## config.mk

```make
export PLATFORM = sky130hd
export DESIGN_NAME = ddr_wr_burst_ctrl
export DESIGN_NICKNAME = d
export VERILOG_FILES = /design/src/rtl/ddr_wr_burst_ctrl.sv
export SDC_FILE = /design/constraint.sdc
export NUM_CORES = 1
export LEC_CHECK = 0
export ABC_CLOCK_PERIOD_IN_PS = 4850
export CELL_PAD_IN_SITES_DETAIL_PLACEMENT = 1
export CELL_PAD_IN_SITES_GLOBAL_PLACEMENT = 2
export CORE_ASPECT_RATIO = 0.75
export CORE_UTILIZATION = 33
export CTS_BUF_LIST = sky130_fd_sc_hd__clkbuf_4 sky130_fd_sc_hd__clkbuf_8 sky130_fd_sc_hd__clkbuf_16
export DETAILED_ROUTE_END_ITERATION = 8
export PLACE_DENSITY = 0.86
export SETUP_SLACK_MARGIN = 0.4
export SYNTH_ARGS = -nofsm -noshare
export SYNTH_HDL_FRONTEND = slang
export SYNTH_SLANG_ARGS = --single-unit
export TNS_END_PERCENT = 100
```

## constraint.sdc

```tcl
create_clock -name clk -period 4.85 [get_ports clk]
set_clock_uncertainty 0.2 [all_clocks]
set_input_delay 0.485 -clock clk [delete_from_list [all_inputs] [get_ports clk]]
set_output_delay 0.485 -clock clk [all_outputs]
set_load 0.005 [all_outputs]
```

## src/rtl/ddr_wr_burst_ctrl.sv

```systemverilog
// Drains the pixel write FIFO into fixed-length AXI4 INCR write bursts that walk
// a linear frame buffer, wrapping at the frame end and flagging write errors.
module ddr_wr_burst_ctrl #(
    parameter int                    BURST_LEN   = 16,
    parameter int                    DATA_WIDTH  = 32,
    parameter int                    ADDR_WIDTH  = 28,
    parameter logic [ADDR_WIDTH-1:0] BASE_ADDR   = '0,
    parameter int                    FRAME_BYTES = 3686400
) (
    input  logic                    clk,
    input  logic                    rst,
    input  logic                    enable,
    input  logic                    frame_sync,
    output logic                    fifo_rd_en,
    input  logic [DATA_WIDTH-1:0]   fifo_rd_data,
    input  logic                    fifo_rd_empty,
    input  logic [14:0]             fifo_rd_water_level,
    output logic [ADDR_WIDTH-1:0]   m_awaddr,
    output logic [7:0]              m_awlen,
    output logic [2:0]              m_awsize,
    output logic [1:0]              m_awburst,
    output logic                    m_awvalid,
    input  logic                    m_awready,
    output logic [DATA_WIDTH-1:0]   m_wdata,
    output logic [DATA_WIDTH/8-1:0] m_wstrb,
    output logic                    m_wlast,
    output logic                    m_wvalid,
    input  logic                    m_wready,
    input  logic [1:0]              m_bresp,
    input  logic                    m_bvalid,
    output logic                    m_bready,
    output logic                    busy,
    output logic                    frame_done,
    output logic                    wr_err
);

    localparam int                    CNT_W       = $clog2(BURST_LEN + 1);
    localparam logic [CNT_W-1:0]      LEN_CNT     = CNT_W'(BURST_LEN);
    localparam logic [CNT_W-1:0]      LAST_BEAT   = CNT_W'(BURST_LEN - 1);
    localparam logic [14:0]           LEVEL_MIN   = 15'(BURST_LEN);
    localparam logic [ADDR_WIDTH-1:0] BURST_BYTES = ADDR_WIDTH'(BURST_LEN * DATA_WIDTH / 8);
    localparam logic [ADDR_WIDTH-1:0] FRAME_SIZE  = ADDR_WIDTH'(FRAME_BYTES);

    typedef enum logic [1:0] {
        S_IDLE,
        S_AW,
        S_W,
        S_B
    } state_t;

    state_t                  state_reg;
    state_t                  state_next;
    logic [ADDR_WIDTH-1:0]   off_reg;
    logic [ADDR_WIDTH-1:0]   off_inc;
    logic                    sync_pend_reg;
    logic [CNT_W-1:0]        rd_cnt_reg;
    logic [CNT_W-1:0]        beat_cnt_reg;
    logic                    inflight_reg;
    logic [1:0]              occ_reg;
    logic                    wr_ptr_reg;
    logic                    rd_ptr_reg;
    logic [2:0]              credit;
    logic                    start;
    logic                    prefetch;
    logic                    beat_fire;
    logic                    wrap;
    logic [DATA_WIDTH-1:0]   entry_data [2];

    assign m_awlen   = 8'(BURST_LEN - 1);
    assign m_awsize  = 3'($clog2(DATA_WIDTH / 8));
    assign m_awburst = 2'b01;
    assign m_wstrb   = '1;

    assign start     = (state_reg == S_IDLE) && enable && (fifo_rd_water_level >= LEVEL_MIN);
    assign prefetch  = (state_reg == S_AW) || (state_reg == S_W);
    assign beat_fire = m_wvalid && m_wready;
    assign off_inc   = off_reg + BURST_BYTES;
    assign wrap      = (off_inc == FRAME_SIZE);

    // A beat leaving the buffer this cycle frees a slot, which keeps one beat per cycle streaming.
    assign credit     = 3'(occ_reg) + 3'(inflight_reg) - 3'(beat_fire);
    assign fifo_rd_en = prefetch && (rd_cnt_reg < LEN_CNT) && !fifo_rd_empty && (credit < 3'd2);

    // Two-entry output buffer; each entry captures the FIFO word the cycle after its read.
    genvar gi;
    generate
        for (gi = 0; gi < 2; gi++) begin : g_buf
            logic [DATA_WIDTH-1:0] entry_reg;
            always_ff @(posedge clk or posedge rst) begin
                if (rst) begin
                    entry_reg <= '0;
                end else if (inflight_reg && (wr_ptr_reg == 1'(gi))) begin
                    entry_reg <= fifo_rd_data;
                end
            end
            assign entry_data[gi] = entry_reg;
        end
    endgenerate

    assign m_wdata = entry_data[rd_ptr_reg];

    always_comb begin
        state_next = state_reg;
        m_awvalid  = 1'b0;
        m_wvalid   = 1'b0;
        m_wlast    = 1'b0;
        m_bready   = 1'b0;
        busy       = (state_reg != S_IDLE);
        case (state_reg)
            S_IDLE: begin
                if (start) begin
                    state_next = S_AW;
                end
            end
            S_AW: begin
                m_awvalid = 1'b1;
                if (m_awready) begin
                    state_next = S_W;
                end
            end
            S_W: begin
                m_wvalid = (occ_reg != 2'd0);
                m_wlast  = (beat_cnt_reg == LAST_BEAT);
                if (m_wvalid && m_wready && m_wlast) begin
                    state_next = S_B;
                end
            end
            S_B: begin
                m_bready = 1'b1;
                if (m_bvalid) begin
                    state_next = S_IDLE;
                end
            end
            default: state_next = S_IDLE;
        endcase
    end

    always_ff @(posedge clk or posedge rst) begin
        if (rst) begin
            state_reg     <= S_IDLE;
            off_reg       <= '0;
            sync_pend_reg <= 1'b0;
            m_awaddr      <= BASE_ADDR;
            rd_cnt_reg    <= '0;
            beat_cnt_reg  <= '0;
            inflight_reg  <= 1'b0;
            occ_reg       <= '0;
            wr_ptr_reg    <= 1'b0;
            rd_ptr_reg    <= 1'b0;
            frame_done    <= 1'b0;
            wr_err        <= 1'b0;
        end else begin
            state_reg    <= state_next;
            frame_done   <= 1'b0;
            inflight_reg <= fifo_rd_en;
            occ_reg      <= occ_reg + 2'(inflight_reg) - 2'(beat_fire);
            if (fifo_rd_en) begin
                rd_cnt_reg <= rd_cnt_reg + CNT_W'(1);
            end
            if (inflight_reg) begin
                wr_ptr_reg <= ~wr_ptr_reg;
            end
            if (beat_fire) begin
                rd_ptr_reg   <= ~rd_ptr_reg;
                beat_cnt_reg <= beat_cnt_reg + CNT_W'(1);
            end
            case (state_reg)
                S_IDLE: begin
                    rd_cnt_reg   <= '0;
                    beat_cnt_reg <= '0;
                    if (frame_sync) begin
                        off_reg <= '0;
                    end
                    if (start) begin
                        m_awaddr <= BASE_ADDR + (frame_sync ? '0 : off_reg);
                    end
                end
                S_B: begin
                    if (m_bvalid) begin
                        if (m_bresp != 2'b00) begin
                            wr_err <= 1'b1;
                        end
                        frame_done    <= wrap;
                        // A pending resync overrides the normal advance.
                        off_reg       <= (wrap || sync_pend_reg || frame_sync) ? '0 : off_inc;
                        sync_pend_reg <= 1'b0;
                    end else if (frame_sync) begin
                        sync_pend_reg <= 1'b1;
                    end
                end
                default: begin
                    if (frame_sync) begin
                        sync_pend_reg <= 1'b1;
                    end
                end
            endcase
        end
    end

endmodule

```

==> results.md, run 1 <==
* Synthesized flop and latch total at 140
* Chip Height at 126 um
* Synth Instances at 609
* Number of synthesized flops with an enable pin at 0
* Status: finished clean
* DRC Markers at 0
* Max-cap check violation count at 0
* Routed Wire Length at 18.3 mm
* Worst Path Arrival at 3510 ps
* Endpoints failing hold at 0
* I/O pin cnt at 142
* Row cnt at 44
* Crit Path Class: reg -> out
* Layout net count at 782
* Final setup violation count at 0
* Clock Sinks at 140
* Largest net degree at the start of global routing at 112
* Tot GR Track Use at 18.4%
* Setup tns final at 0 ps
* Crit path largest cell delay at 500 ps
* Worst Path Max Fanout at 8
* Synth warn at 0
* Class of the worst hold path: reg -> reg
* Hold path startpoint: m_awaddr[9]$_DFFE_PP0P_
* Number of fillers in the final layout at 2119
* Largest cells by area after synthesis: dfrtp_1 (52%), mux2_2 (16%), nand2_1 (4.0%)
* Pre-Repair DR Iteration Count at 4
* Dominant cell type by area after synthesis: dfrtp_1
* Worst Setup SP: state_reg[0]$_DFFE_PP0P_
* Startpoint Class: flip-flop
* Placed Cells at 948
* Finished Layout Cells at 982
* Clock Root Buffer: clkbuf_16
* RR Startpoint: off_reg[14]$_DFFE_PP0P_
* Clock latency on the worst-skew pair at 420 ps
* Post-synth top area share at 52.1%
* Setup Buffers After CTS at 0
* Via count at 4994
* RSZ-0062 raised after global routing: no
* # port buffers at 120
* Vias/cell at 5.09
* Sequential cell area fraction in the yosys report at 52.1%
* Worst-margin pin slew at 1000 ps
* Vias in the first global route at 5472
* Mapped Area at 0.00672 mm^2
* Design Area, Final at 0.00867 mm^2
* Number of flip-flops in the largest register at 64
* Layout cells sized above 1 at 20.0%
* Num CTS Buffers at 17
* CTS tree: built
* Die area at 0.0210 mm^2
* DR WL/cell at 18.7 um
* Max IR drop VDD at 235 uV
* Netlist cell types at 54
* Slew Limit Fails at 0
* Period utilization at 86.6%
* Reg clk slew, reported paths at 60 ps
* Synth Flop Type: dfrtp_1
* Placed cell area at 0.00808 mm^2
* Core Region at 0.0197 mm^2
* Leakage at 0.00360 uW
* Initial antenna violation count at 3
* Global-route wire length before repair at 29.9 mm
* Pwr Density at 537 mW/mm^2
* Crit path max-delay cell type: clkdlybuf4s50_1
* Crit path time final at 4200 ps
* Avg Inst Size Synth at 11.0 um^2
* Drt initial violations at 294
* Die width at 167 um
* Post-synth ARST share at 100%
* Routed Antenna Nets at 0
* Critical path capture point type: output pin
* GR Overflow Total at 0
* Placer Congestion at 0.788
* Critical Path RT at 4160 ps
* Crit-path cells: inv_1 -> ha_1 -> o21a_1 -> and2_4 -> ha_1 -> inv_1 -> ha_1 -> fa_1 -> nand2b_1 -> nor4_1 -> buf_4 -> clkdlybuf4s50_1
* Initial Util at 34.2%
* H-tree levels at 4
* Detailed placer's ending HPWL at 13.1 mm
* Longest Clk Path Bufs at 2
* CP most frequent cell: ha_1
* Syn-to-layout area delta at 29.0%
* Fmax at 238 MHz
* Slew headroom at 33.1%
## cells in the final DEF, fill, tap and decap left out, types with 4 or more instances in the layout
master             n
inv_1             17
o21ai_0           49
buf_4              7
clkdlybuf4s50_1  120
nor3_1             6
nand3_1           12
nor4_1             8
nor2_1            23
dfrtp_1          140
nand2_1           72
xnor2_1            5
o31ai_1            9
ha_1              10
clkbuf_16         17
and2_1            11
a31oi_1            7
nand4_1           10
xor2_1            12
mux2_2            98
nand2b_1           4
conb_1            17
a21oi_1           10
## worst paths after layout
| check | to | slack [ps] | cells past startpoint |
|---|---|---|---|
| setup / recovery | fifo_rd_en | 650 | 12 |
| hold / removal | m_awaddr[9]$_DFFE_PP0P_ | 280 | 2 |
| setup reg to reg | off_reg[21]$_DFFE_PP0P_ | 1550 | 7 |
| hold reg to reg | m_awaddr[9]$_DFFE_PP0P_ | 280 | 2 |
| max in group asynchronous | g_buf[1].entry_reg[7]$_DFFE_PP0P_ | 2970 | 3 |
| min in group asynchronous | g_buf[0].entry_reg[5]$_DFFE_PP0P_ | 510 | 2 |
## through the flow
step / setup WS (ps) / total power (uW) / utilization, % / hold slack (ps)
after floorplan: 412 / 2620 / - / 254
after global placement: 856 / 3310 / 41.1 / 266
after detailed placement: 805 / 3410 / 41.1 / 265
after CTS: 404 / 4730 / 44.1 / 284
after global routing: 419 / 4940 / 44.1 / 311
final: 651 / 4660 / 44.1 / 280
## report_power, final
group	internal [uW]	switching, uW
sequential	1500	219
combinational	1000	654
clock	771	514
## synthesized netlist by cell type (all sizes together), types with 3 or more instances
master,count
dfrtp,140
mux2,98
nand2,72
o21ai,51
clkbuf,29
buf,27
nor2,23
inv,18
nand3,14
and2,13
xor2,12
a21oi,10
ha,10
nand4,10
o31ai,9
nor4,8
a31oi,7
nor3,6
xnor2,5
and3,4
nand2b,4
a211oi,3
and4,3
mux2i,3
## cell families after synthesis
| logic type | share of synthesized area, % |
|---|---|
| AND/OR/NAND/NOR | 11.6 |
| flip-flops | 52.1 |
| AO/OA/AOI/OAI | 9.81 |
| multiplexers | 16.9 |
| buffers and inverters | 5.14 |
| XOR/XNOR | 2.21 |
| adder cells (fa/ha/maj) | 2.16 |
| other | 0.112 |
## repair_timing
action / CTS / global route
gates resized for setup: 0 / 2
setup endpoints to repair: 0 / 1
hold buffers: 0 / 0
## per-layer routing
metal  global-route usage, %  wire [um]  up-vias
li1                        -          -     2326
met1                    23.3       8260     2543
met2                    30.4       9030      104
met3                    4.31        690       21
met4                    7.41        331        0
met5                       0          0        -
## layout make-up
type	count	area [um^2]	share of cell area, %
flip-flops and latches	140	3500	40.4
multi-input cells	410	2940	33.9
repair buffers	127	1250	14.5
clock buffers	18	439	5.06
well taps	253	317	3.65
clock inverters	13	144	1.66
inverters	18	72.6	0.837
diodes	3	7.51	0.0865
## critical path, delay by kind of cell (launching register included)
| family | cells | cell delay [ps] |
|---|---|---|
| adder cells (fa/ha/maj) | 4 | 1060 |
| AND/OR/NAND/NOR | 3 | 600 |
| flip-flops | 1 | 400 |
| AO/OA/AOI/OAI | 1 | 170 |
| buffers and inverters | 4 | 860 |
Note: power is estimated with default switching activity, not from simulation.
==> inputs of run 2 (changes only) <==
- CORE_MARGIN: not set -> 2
==> run 2 against run 1 <==
Compared with the run above:
- sequential power about the same
- total power increased by 3.4%
- cell area increased by 0.75%
- global-route usage decreased by 0.87 points
- register-to-register slack about the same
- clock power increased by 11%
- critical path type unchanged
- critical endpoint unchanged
==> results.md, run 2 (same netlist as run 1, synthesis figures left out) <==
* Placer Congestion at 0.859
* Clock latency on the worst-skew pair at 420 ps
* Max IR drop VDD at 259 uV
* Finished Layout Cells at 984
* Routed Wire Length at 18.2 mm
* Via count at 4976
* Max-cap check violation count at 0
* I/O pin cnt at 142
* Detailed placer's ending HPWL at 12.5 mm
* Vias in the first global route at 5414
* Drt initial violations at 345
* Hold Path Stages at 2
* Initial antenna violation count at 0
* Startpoint Class: flip-flop
* Hold Buf Count CTS at 0
* RSZ-0062 raised after global routing: no
* DR WL/cell at 18.5 um
* Worst-margin pin slew at 1070 ps
* Initial Util at 33.4%
* Layout net count at 782
* Endpoints failing hold at 0
* Multi-input logic area at 0.00294 mm^2
* Layout cells sized above 1 at 20.0%
* Worst reg-to-reg setup slack at 1540 ps
* Hold Path Sink: m_awaddr[6]$_DFFE_PP0P_
* Pre-Repair DR Iteration Count at 4
* Critical path capture point type: output pin
* Setup tns final at 0 ps
* Slew headroom at 28.8%
* Commonest non-fill, non-tap cell in the layout: dfrtp_1
* FF-to-FF End: rd_cnt_reg[3]$_DFFE_PP0P_
* Reg clk slew, reported paths at 60 ps
* Longest Clk Path Bufs at 2
* Fmax at 235 MHz
* N_diodes at 0
* Status: finished clean
* Worst Path Max Fanout at 8
* Period utilization at 87.9%
* Final hold slack at 275 ps
* PnR Total Power at 4820 uW
* Tot GR Track Use at 17.5%
* Vias/cell at 5.06
* Pwr Density at 552 mW/mm^2
* Final setup violation count at 0
* Die area at 0.0215 mm^2
* Crit Path Class: reg -> out
* Leakage at 0.00364 uW
* Register area at 0.00350 mm^2
* Most frequent cells in the layout: dfrtp_1 (140), clkdlybuf4s50_1 (120), mux2_2 (98), nand2_1 (72), o21ai_0 (49)
* Num CTS Buffers at 17
* Global-route wire length before repair at 29.2 mm
* Routed Antenna Nets at 0
* Worst R2R Path Depth at 14
* Class of the worst hold path: reg -> reg
* CTS tree: built
* Syn-to-layout area delta at 30.0%
* GR Overflow Total at 0
* Crit path time final at 4260 ps
* Number of fillers in the final layout at 2162
* Chip Height at 128 um
* RR Startpoint: state_reg[0]$_DFFE_PP0P_
* Row cnt at 45
* # port buffers at 120
* Critical Path RT at 4160 ps
* Setup Buffers After CTS at 0
* Worst Path Arrival at 3580 ps
* Die width at 169 um
* Number of flip-flops in the largest register at 64
* Slew Limit Fails at 0
* Clock Root Buffer: clkbuf_16
* Clock Sinks at 140
* Hold path startpoint: m_awaddr[6]$_DFFE_PP0P_
* H-tree levels at 4
* Core Region at 0.0201 mm^2
* Placed Cells at 953
* DRC Markers at 0
* Largest net degree at the start of global routing at 116
run 2: per-layer routing:
layer  global-route usage (%)  share of wire (%)  wire length [um]  vias to the layer above
li1                         -                  -                 -                     2317
met1                     22.3                 45              8140                     2543
met2                     29.4                 49              8900                       96
met3                     4.06                4.2               762                       20
met4                     6.09                2.0               362                        0
met5                        0                  0                 0                        -
run 2: timing repair:
item / in CTS / in global routing
hold endpoints to repair: 0 / 0
resized for setup: 1 / 1
setup endpoints to repair: 1 / 1
cloned: 0 / 0
run 2: power by group:
group / total (uW) / switching, uW / internal (uW)
sequential: 1720 / 212 / 1500
combinational: 1680 / 675 / 1000
clock: 1430 / 510 / 920
total: 4820 / 1400 / 3420
run 2: worst max-delay path by stage:
stage          slack (ps)                      from  cells after the start                     endpoint
3_5_place_dp          800                  m_wready                     10                   fifo_rd_en
6_report              590  state_reg[0]$_DFFE_PP0P_                     12                   fifo_rd_en
3_3_place_gp          820                  m_wready                     10                   fifo_rd_en
5_1_grt               450  state_reg[0]$_DFFE_PP0P_                     12                   fifo_rd_en
4_1_cts               490  state_reg[0]$_DFFE_PP0P_                     12                   fifo_rd_en
2_1_floorplan         410                       rst                      1  beat_cnt_reg[0]$_DFFE_PP0P_
run 2: final cells by class:
cell class / count / area share (%)
sequential: 140 / 40.1
multi-input combinational: 410 / 33.6
clock inverter: 13 / 2.48
clock buffer: 18 / 4.95
tap: 258 / 3.69
inverter: 18 / 0.830
timing repair buffer: 127 / 14.3
run 2: critical path, cell delays in order, from the launching register on:
cell	delay, ps
dfrtp_1	410
inv_1	120
ha_1	230
o21a_1	160
and2_4	210
ha_1	250
inv_1	70
ha_1	160
fa_1	430
nand2b_1	170
nor4_1	230
buf_4	210
clkdlybuf4s50_1	510
run 2: metrics by stage:
step	utilization (%)	cell area, um^2	worst slack [ps]
CTS	43.5	8740	494
detailed placement	40.2	8090	801
finish	43.5	8740	589
global route	43.5	8740	451
floorplan	-	6780	412
global placement	40.2	8090	823
==> inputs of run 3 (changes only) <==
- CORE_ASPECT_RATIO: 0.75 -> not set
- PLACE_DENSITY: 0.86 -> 0.77
==> run 3 against run 2 <==
Compared with the run above:
- clock power shrank 8%
- global-route usage is 1.1 points lower
- sequential power shrank 2%
- cell area fell by 0.36%
- die area hardly changed
- combinational power barely moved
- count of clock-buffer cells in the layout shrank 1
- flip-flop and latch count unchanged
- worst hold slack better by 3.3 ps
- non-clock buffer count is the same
- largest power group unchanged
==> results.md, run 3 (same netlist as run 1, synthesis figures left out) <==
* Status: finished clean
* CTS tree: built
* # port buffers at 120
* Via count at 4931
* Clock latency on the worst-skew pair at 420 ps
* Post-layout util at 43.3%
* Pwr Density at 534 mW/mm^2
* Layout net count at 782
* Max IR drop VDD at 249 uV
* Initial antenna violation count at 0
* Startpoint Class: flip-flop
* Slew headroom at 26.9%
* Period utilization at 86.6%
* Chip Height at 147 um
* Row cnt at 52
* Clock Sinks at 140
* Largest net degree at the start of global routing at 116
* Crit path time final at 4200 ps
* H-tree levels at 4
* Most frequent cells in the layout: dfrtp_1 (140), clkdlybuf4s50_1 (120), mux2_2 (98), nand2_1 (72), o21ai_0 (49)
* Syn-to-layout area delta at 29.5%
* Initial Util at 33.4%
* Final setup violation count at 0
* Reg clk slew, reported paths at 70 ps
* Detailed placer's ending HPWL at 11.6 mm
* Placed Cells at 965
* Leakage at 0.00361 uW
* Layout cells sized above 1 at 20.1%
* Endpoints failing hold at 0
* Core Region at 0.0201 mm^2
* Placer Congestion at 0.800
* RSZ-0062 raised after global routing: no
* N_diodes at 0
* Max-cap check violation count at 0
* Vias in the first global route at 5394
* Finished Layout Cells at 997
* PnR Total Power at 4650 uW
* Die width at 147 um
* Setup tns final at 0 ps
* Post-route setup slack at 650 ps
* Num CTS Buffers at 17
* Fmax at 238 MHz
* Vias/cell at 4.95
* I/O pin cnt at 142
* Die area at 0.0215 mm^2
* Longest Clk Path Bufs at 2
* Class of the worst hold path: reg -> reg
* Crit Path Class: reg -> out
* Slew Limit Fails at 0
* Worst Path Arrival at 3520 ps
* Worst-margin pin slew at 1100 ps
* Routed Antenna Nets at 0
* DR WL/cell at 16.9 um
* Hold Buf Count CTS at 0
* Clock Root Buffer: clkbuf_16
* GR Overflow Total at 0
* Critical Path RT at 4160 ps
* Critical path capture point type: output pin
* Tot GR Track Use at 16.4%
* Global-route wire length before repair at 28.4 mm
* Routed Wire Length at 16.8 mm
* DRC Markers at 0
* Drt initial violations at 130
* Commonest non-fill, non-tap cell in the layout: dfrtp_1
* Number of flip-flops in the largest register at 64
* Dpl ws at 817 ps
* Worst Path Max Fanout at 8
* Pre-Repair DR Iteration Count at 4
## run 3: cell types whose count changed in the layout (fill, tap and decap cells not counted), sizes merged
cell,before,now
bufinv,5,1
clkinvlp,0,2
inv,19,26
clkbuf,18,17
clkinv,7,4
## run 3: layer usage
layer | vias up | share of wire, % | global-route usage (%)
met5 | - | 0 | 0
met4 | 0 | 1.4 | 5.49
met3 | 15 | 3.9 | 3.35
met2 | 116 | 47 | 26.6
met1 | 2472 | 48 | 22.2
li1 | 2328 | - | -
## run 3: final timing paths
path | to | start | cells past startpoint | slack (ps)
worst max-delay path | fifo_rd_en | state_reg[0]$_DFFE_PP0P_ | 12 | 650
worst min-delay path | m_awaddr[9]$_DFFE_PP0P_ | m_awaddr[9]$_DFFE_PP0P_ | 2 | 280
worst max register to register | rd_cnt_reg[3]$_DFFE_PP0P_ | state_reg[0]$_DFFE_PP0P_ | 14 | 1570
worst min register to register | m_awaddr[9]$_DFFE_PP0P_ | m_awaddr[9]$_DFFE_PP0P_ | 2 | 280
max in group asynchronous | g_buf[1].entry_reg[29]$_DFFE_PP0P_ | rst | 3 | 2950
min in group asynchronous | occ_reg[0]$_DFF_PP0_ | rst | 2 | 460
## run 3: power breakdown
group          switching (uW)  total, uW  internal, uW
Combinational             660       1660           999
Clock                     579       1320           738
Sequential                176       1680          1500
Total                    1420       4650          3240
## run 3: final cells by class
cell class              instances  area (um^2)
repair buffers                127         1250
multi-input cells             410         2940
clock buffers                  17          425
fillers                      2134        11400
well taps                     270          338
flip-flops and latches        140         3500
inverters                      18         72.6
clock inverters                15          178
## run 3: per-stage QoR
| stage | hold WS (ps) | area (um^2) |
|---|---|---|
| floorplan | 254 | 6780 |
| detailed placement | 265 | 8100 |
| finish | 279 | 8710 |
| global placement | 265 | 8100 |
| CTS | 288 | 8710 |
| global route | 315 | 8710 |
## run 3: what timing repair did
item,4_1_cts,5_1_grt
resized for setup,1,1
endpoints found under the setup margin,1,1
setup buffers,0,0
## run 3: worst max-delay path: stages (launching register included)
cell,delay [ps]
dfrtp_1,390
inv_1,90
ha_1,250
o21a_1,130
and2_4,200
ha_1,270
inv_1,40
ha_1,180
fa_1,440
nand2b_1,150
nor4_1,230
buf_4,200
clkdlybuf4s50_1,510
